File: config.mk
export PLATFORM = sky130hd
export DESIGN_NAME = ram_frame_reader
export DESIGN_NICKNAME = d
export VERILOG_FILES = /design/src/rtl/ptp_ram_pkg.sv /design/src/rtl/ram_rd_skid_fifo.sv /design/src/rtl/ram_frame_reader.sv
export SDC_FILE = /design/constraint.sdc
export NUM_CORES = 1
export LEC_CHECK = 0
export ABC_AREA = 1
export CORE_UTILIZATION = 57
export CTS_BUF_LIST = sky130_fd_sc_hd__clkbuf_16
export CTS_CLUSTER_SIZE = 14
export DETAILED_ROUTE_END_ITERATION = 10
export PLACE_DENSITY = 0.85
export SETUP_SLACK_MARGIN = 0.1
export SLEW_MARGIN = 15
export SYNTH_ARGS = -nofsm -noshare
export SYNTH_HDL_FRONTEND = slang
export SYNTH_SLANG_ARGS = --single-unit
File: constraint.sdc
create_clock -name clock -period 10.1 [get_ports clock]
set_input_delay 2.02 -clock clock [delete_from_list [all_inputs] [get_ports clock]]
set_output_delay 2.02 -clock clock [all_outputs]
set_load 0.005 [all_outputs]
File: src/rtl/ptp_ram_pkg.sv
// ptp_ram_pkg: shared types and helpers for the PTP frame buffer read path
package ptp_ram_pkg;
    localparam int P_ADDR_W = 8;
    localparam int P_DATA_W = 32;
    localparam int P_RD_LAT = 2;
    localparam logic [10:0] MAX_LEN = 11'd1024;
    typedef enum logic [1:0] {IDLE, READ, DRAIN, DONE} rd_state_t;
    typedef struct packed {
        logic [P_DATA_W-1:0] data;
        logic sop;
        logic eop;
        logic [1:0] empty;
    } beat_t;
    // {256 flag, 8-bit count} of words in a frame after clamping to 1024 bytes
    function automatic logic [8:0] frame_words(input logic [10:0] len);
        logic [10:0] lc;
        lc = len > MAX_LEN ? MAX_LEN : len;
        return 9'((lc + 11'd3) >> 2);
    endfunction
    function automatic logic [1:0] frame_empty(input logic [10:0] len);
        return len > MAX_LEN ? 2'd0 : 2'd0 - len[1:0];
    endfunction
endpackage

File: src/rtl/ram_rd_skid_fifo.sv
// ram_rd_skid_fifo: small synchronous FIFO of beats absorbing RAM read latency under backpressure
module ram_rd_skid_fifo
    import ptp_ram_pkg::*;
#(
    parameter int DEPTH = P_RD_LAT + 2,
    localparam int CW = $clog2(DEPTH + 1),
    localparam int PW = DEPTH > 1 ? $clog2(DEPTH) : 1
) (
    input  logic clock,
    input  logic reset_n,
    input  logic flush,
    input  logic push,
    input  beat_t din,
    input  logic pop,
    output beat_t head,
    output logic [CW-1:0] count
);
    beat_t mem [DEPTH];
    logic [PW-1:0] wr_ptr, rd_ptr;

    function automatic logic [PW-1:0] nxt(input logic [PW-1:0] p);
        return p == PW'(DEPTH - 1) ? '0 : p + PW'(1);
    endfunction

    always_ff @(posedge clock) begin
        if (!reset_n) begin
            for (int i = 0; i < DEPTH; i++) mem[i] <= '0;
            wr_ptr <= '0;
            rd_ptr <= '0;
            count <= '0;
        end else if (flush) begin
            wr_ptr <= '0;
            rd_ptr <= '0;
            count <= '0;
        end else begin
            if (push) begin
                mem[wr_ptr] <= din;
                wr_ptr <= nxt(wr_ptr);
            end
            if (pop) rd_ptr <= nxt(rd_ptr);
            count <= count + CW'(push) - CW'(pop);
        end
    end

    assign head = mem[rd_ptr];
endmodule

File: src/rtl/ram_frame_reader.sv
// ram_frame_reader: replays a frame from the frame RAM as an Avalon-ST source with backpressure
module ram_frame_reader
    import ptp_ram_pkg::*;
#(
    parameter int ADDR_W = P_ADDR_W,
    parameter int DATA_W = P_DATA_W,
    parameter int RD_LAT = P_RD_LAT,
    parameter int FIFO_DEPTH = RD_LAT + 2
) (
    input  logic clock,
    input  logic reset_n,
    input  logic start,
    input  logic [ADDR_W-1:0] start_addr,
    input  logic [10:0] len_bytes,
    input  logic abort,
    output logic busy,
    output logic done,
    output logic [ADDR_W-1:0] ram_address,
    output logic ram_wren,
    output logic [3:0] ram_byteena,
    input  logic [DATA_W-1:0] ram_q,
    output logic [DATA_W-1:0] src_data,
    output logic src_valid,
    output logic src_sop,
    output logic src_eop,
    output logic [1:0] src_empty,
    input  logic src_ready
);
    localparam int CW = $clog2(FIFO_DEPTH + 1);

    rd_state_t state;
    logic [8:0] rem;
    logic first;
    logic [1:0] last_empty;
    logic [RD_LAT-1:0] tag_v, tag_sop, tag_eop;
    logic [CW-1:0] fifo_count, inflight;
    logic issue, last_rd, pop, flush;
    beat_t head, din;

    always_comb begin
        inflight = '0;
        for (int i = 0; i < RD_LAT; i++) inflight = inflight + CW'(tag_v[i]);
    end

    // reads already in flight reserve their FIFO slot, so nothing is ever dropped
    assign issue = state == READ && !abort && fifo_count + inflight < CW'(FIFO_DEPTH);
    assign last_rd = issue && rem == 9'd1;
    assign flush = abort && (state == READ || state == DRAIN);
    assign pop = src_valid && src_ready;
    assign din = '{data: ram_q, sop: tag_sop[RD_LAT-1], eop: tag_eop[RD_LAT-1],
                   empty: tag_eop[RD_LAT-1] ? last_empty : 2'd0};

    assign src_valid = fifo_count != '0;
    assign src_data = head.data;
    assign src_sop = src_valid && head.sop;
    assign src_eop = src_valid && head.eop;
    assign src_empty = src_valid ? head.empty : 2'd0;
    assign ram_wren = 1'b0;
    assign ram_byteena = 4'hF;

    ram_rd_skid_fifo #(.DEPTH(FIFO_DEPTH)) u_fifo (
        .clock(clock),
        .reset_n(reset_n),
        .flush(flush),
        .push(tag_v[RD_LAT-1]),
        .din(din),
        .pop(pop),
        .head(head),
        .count(fifo_count)
    );

    always_ff @(posedge clock) begin
        if (!reset_n) begin
            state <= IDLE;
            busy <= 1'b0;
            done <= 1'b0;
            ram_address <= '0;
            rem <= '0;
            first <= 1'b0;
            last_empty <= 2'd0;
            tag_v <= '0;
            tag_sop <= '0;
            tag_eop <= '0;
        end else begin
            tag_v <= flush ? '0 : (tag_v << 1) | RD_LAT'(issue);
            tag_sop <= (tag_sop << 1) | RD_LAT'(issue && first);
            tag_eop <= (tag_eop << 1) | RD_LAT'(last_rd);
            if (issue) begin
                ram_address <= ram_address + ADDR_W'(1);
                rem <= rem - 9'd1;
                first <= 1'b0;
            end
            case (state)
                IDLE: if (start) begin
                    busy <= 1'b1;
                    ram_address <= start_addr;
                    rem <= frame_words(len_bytes);
                    last_empty <= frame_empty(len_bytes);
                    first <= 1'b1;
                    state <= len_bytes == 11'd0 ? DONE : READ;
                    done <= len_bytes == 11'd0;
                end
                READ: if (abort) begin
                    state <= DONE;
                    done <= 1'b1;
                    busy <= 1'b0;
                end else if (last_rd) state <= DRAIN;
                DRAIN: if (abort || (pop && head.eop)) begin
                    state <= DONE;
                    done <= 1'b1;
                    busy <= 1'b0;
                end
                DONE: begin
                    done <= 1'b0;
                    busy <= 1'b0;
                    state <= IDLE;
                end
                default: state <= IDLE;
            endcase
        end
    end
endmodule

==> reports/results.ini <==
[die]
die_y_um=124
io_pins=108
start_util=0.584
core-area_um2=14500
die_x_um=124
core.rowCount=44
dieArea_um2=15300

[final_layout]
syn2layout_area_growth_pct=19.8
diodes=0
register_area_um2=5110
final_nets=1058
drive_gt1_frac=0.0519
stdcell_area_um2=10100
multi_input_area_um2=2770
fill_cells=1038

[synth]
synthArstFlopShare=0
synth_edf_count=144
ys_ff_latch=183
syn_avg_cell_area_um2=9.32
synth-main-ff-cell=edfxtp_1
syn-cell-area_um2=8460
netlist_instances=907
ys_types=33
ys_warn_count=0
seq_area_frac_synth=0.604

[worst_setup_path]
required_ns=10.05
worstSetupStartpointType=input port
critPathArrivalTime_ns=5.30
critPathCaptureType=flop
criticalPathCategory=input port to flop
path_common_cell=inv_2
critical_path_buf_inv_count=4
cp-startpoint=reset_n
crit_chain=clkdlybuf4s50_1, inv_2, nor2_4, inv_2, nor2_4, inv_2, nor2_8, nand2_4, nand2_2
r2r-start=state[0]
crit_path_max_incr_delay_ns=0.78
crit_family=buffers and inverters
crit_fanout=37
rrSetupSlack_ns=6.60
slowest_stage=clkdlybuf4s50_1

[power]
power_switching_mw=0.638
power_density_nw_per_um2=215
seqPwrFrac=0.406
p_leak_nw=4.19
peakVddDrop_mv=0.135
swShare=0.292
clockPowerShare=0.316
internal-power_mw=1.54
p_comb_frac=0.278

[timing]
hold_slack_ns=0.426
setup_ws_ns=4.75
finalCritPeriodShare=0.530
hold_viol=0
slew_viol_final=0
timing.fmax_mhz=187
tightest_slew_ns=1.13
slew_headroom=0.245
skew_ns=0.00632
final.setup.tns_ns=0
min_period_ns=5.35
rsz0062_at_grt=no
final-setup-viol-count=0

[clock_network]
cts_tree=done
clkTransAtPathRegs_ns=0.06
cts_hold_buffers=0
postCtsResizedCells=0
ctsRootBufferMaster=clkbuf_16
clock_latency_ns=0.43
htreeDepth=4
clock_path_buffers=2
postCtsSetupBuffers=0
cts_made_buffers=17
cts_sinks=183

[place]
placed_cell_area_um2=9520
gp_congestion=0.853
dpl_worst_slack_ns=4.31
portBuffers=102
dp_hpwl_mm=11.5

[global_route]
use_met1=0.316
grt_use_total=0.263
grt_pass1_vias=6337
use_met3=0.0609
grt_util_met2=0.454
grt-ovfl-total=0
antenna_found_initial=0
gr-max-usage-layer=met2
grt_max_degree=74
grt_pass1_wl_mm=30.2

[route]
ant_nets=0
wl_per_cell_um=16.2
drtIter0Drc=616
drt_first_pass_iters=7
drt-total-wl_mm=19.2
vias=6617
routed_via_density=5.58
drc_errors=0

[status]
status=completed

[min_path]
hold_path_startpoint=tag_sop[0]
hold_path.class=flop to flop

[flow_run]
cap_violations=0

## cell type report
type | instances | area share
multi-input combinational | 584 | 0.274
tap | 184 | 0.0227
inverter | 97 | 0.0359
timing repair buffer | 105 | 0.103
clock buffer | 17 | 0.0420
clock inverter | 15 | 0.0183
sequential | 183 | 0.504
## worst reg2reg max path, delay by kind of cell, from the launching register on
family / cells / cell delay, ns
buffers and inverters: 4 / 1.00
AND/OR/NAND/NOR: 6 / 1.30
adder cells (fa/ha/maj): 1 / 0.30
flip-flops: 1 / 0.41
## synthesized netlist by cell type (all sizes together) (7+ instances only)
library cell	count	area share
nor2	279	0.13
edfxtp	144	0.51
inv	97	0.043
o21ai	87	0.051
nand2	79	0.037
dfxtp	39	0.092
nand3	35	0.021
o22ai	33	0.024
clkbuf	30	0.013
a21oi	19	0.012
buf	16	0.015
ha	13	0.019
nor3	10	0.0059
xor2	7	0.0073
## state kept, by name (all words and copies together) (netlist names), named ones only
name           cells
done               1
u_fifo.mem       144
u_fifo.wr_ptr      2
rem                9
state              2
ram_address        8
u_fifo.count       3
first              1
tag_eop            2
u_fifo.rd_ptr      2
last_empty         2
busy               1
tag_v              2
tag_sop            2
## stage by stage
step / cells / utilization / power, mW
3_5_place_dp: 1153 / 0.657 / 1.50
2_1_floorplan: 910 / - / 1.22
4_1_cts: 1185 / 0.700 / 2.18
6_report: 1185 / 0.700 / 2.18
3_3_place_gp: 1153 / 0.657 / 1.48
5_1_grt: 1185 / 0.700 / 2.29
## power groups by stage
stage | combinational [mW] | sequential [mW] | clock [mW]
after floorplan | 0.323 | 0.894 | 0
after global placement | 0.585 | 0.898 | 0
after detailed placement | 0.599 | 0.900 | 0
after CTS | 0.608 | 0.885 | 0.691
after global routing | 0.674 | 0.890 | 0.722
final | 0.607 | 0.886 | 0.689
## cell usage in the layout, fill, tap and decap left out, types with 2 or more instances in the layout
cell	count
a21oi_1	18
buf_4	3
bufinv_16	4
clkbuf_16	17
clkdlybuf4s50_1	102
clkinv_2	4
conb_1	5
dfxtp_1	38
edfxtp_1	144
ha_1	13
inv_1	95
inv_2	4
inv_6	2
nand2_1	74
nand2_2	3
nand2_4	2
nand3_1	34
nand4_1	3
nor2_1	274
nor2_2	2
nor2_4	2
nor3_1	10
o211ai_1	5
o21ai_0	86
o21bai_1	2
o22ai_1	33
xnor2_1	2
xor2_1	7
## cells by family (layout without fill, tap and decap cells)
group / after synthesis / in the layout / share of synthesized area
buf+inv: 143 / 234 / 0.0718
other cells: 2 / 5 / 0.000888
compound gates: 149 / 149 / 0.0975
fa+ha+maj: 14 / 14 / 0.0216
xor+xnor: 9 / 9 / 0.00932
simple gates: 407 / 407 / 0.195
flops: 183 / 183 / 0.604
## final timing paths
check                            to  depth (start not counted)
hold / removal           tag_sop[1]                          2
setup / recovery  u_fifo.mem[0][18]                          9
hold reg to reg          tag_sop[1]                          2
setup reg to reg  u_fifo.mem[0][18]                         11
## per-layer routing
metal  share of wire  routed length [um]
met5               0                   0
met4           0.024                 465
met3           0.071                1370
met2            0.51                9690
met1            0.40                7650
No activity file was read; power rests on OpenSTA's default activity.
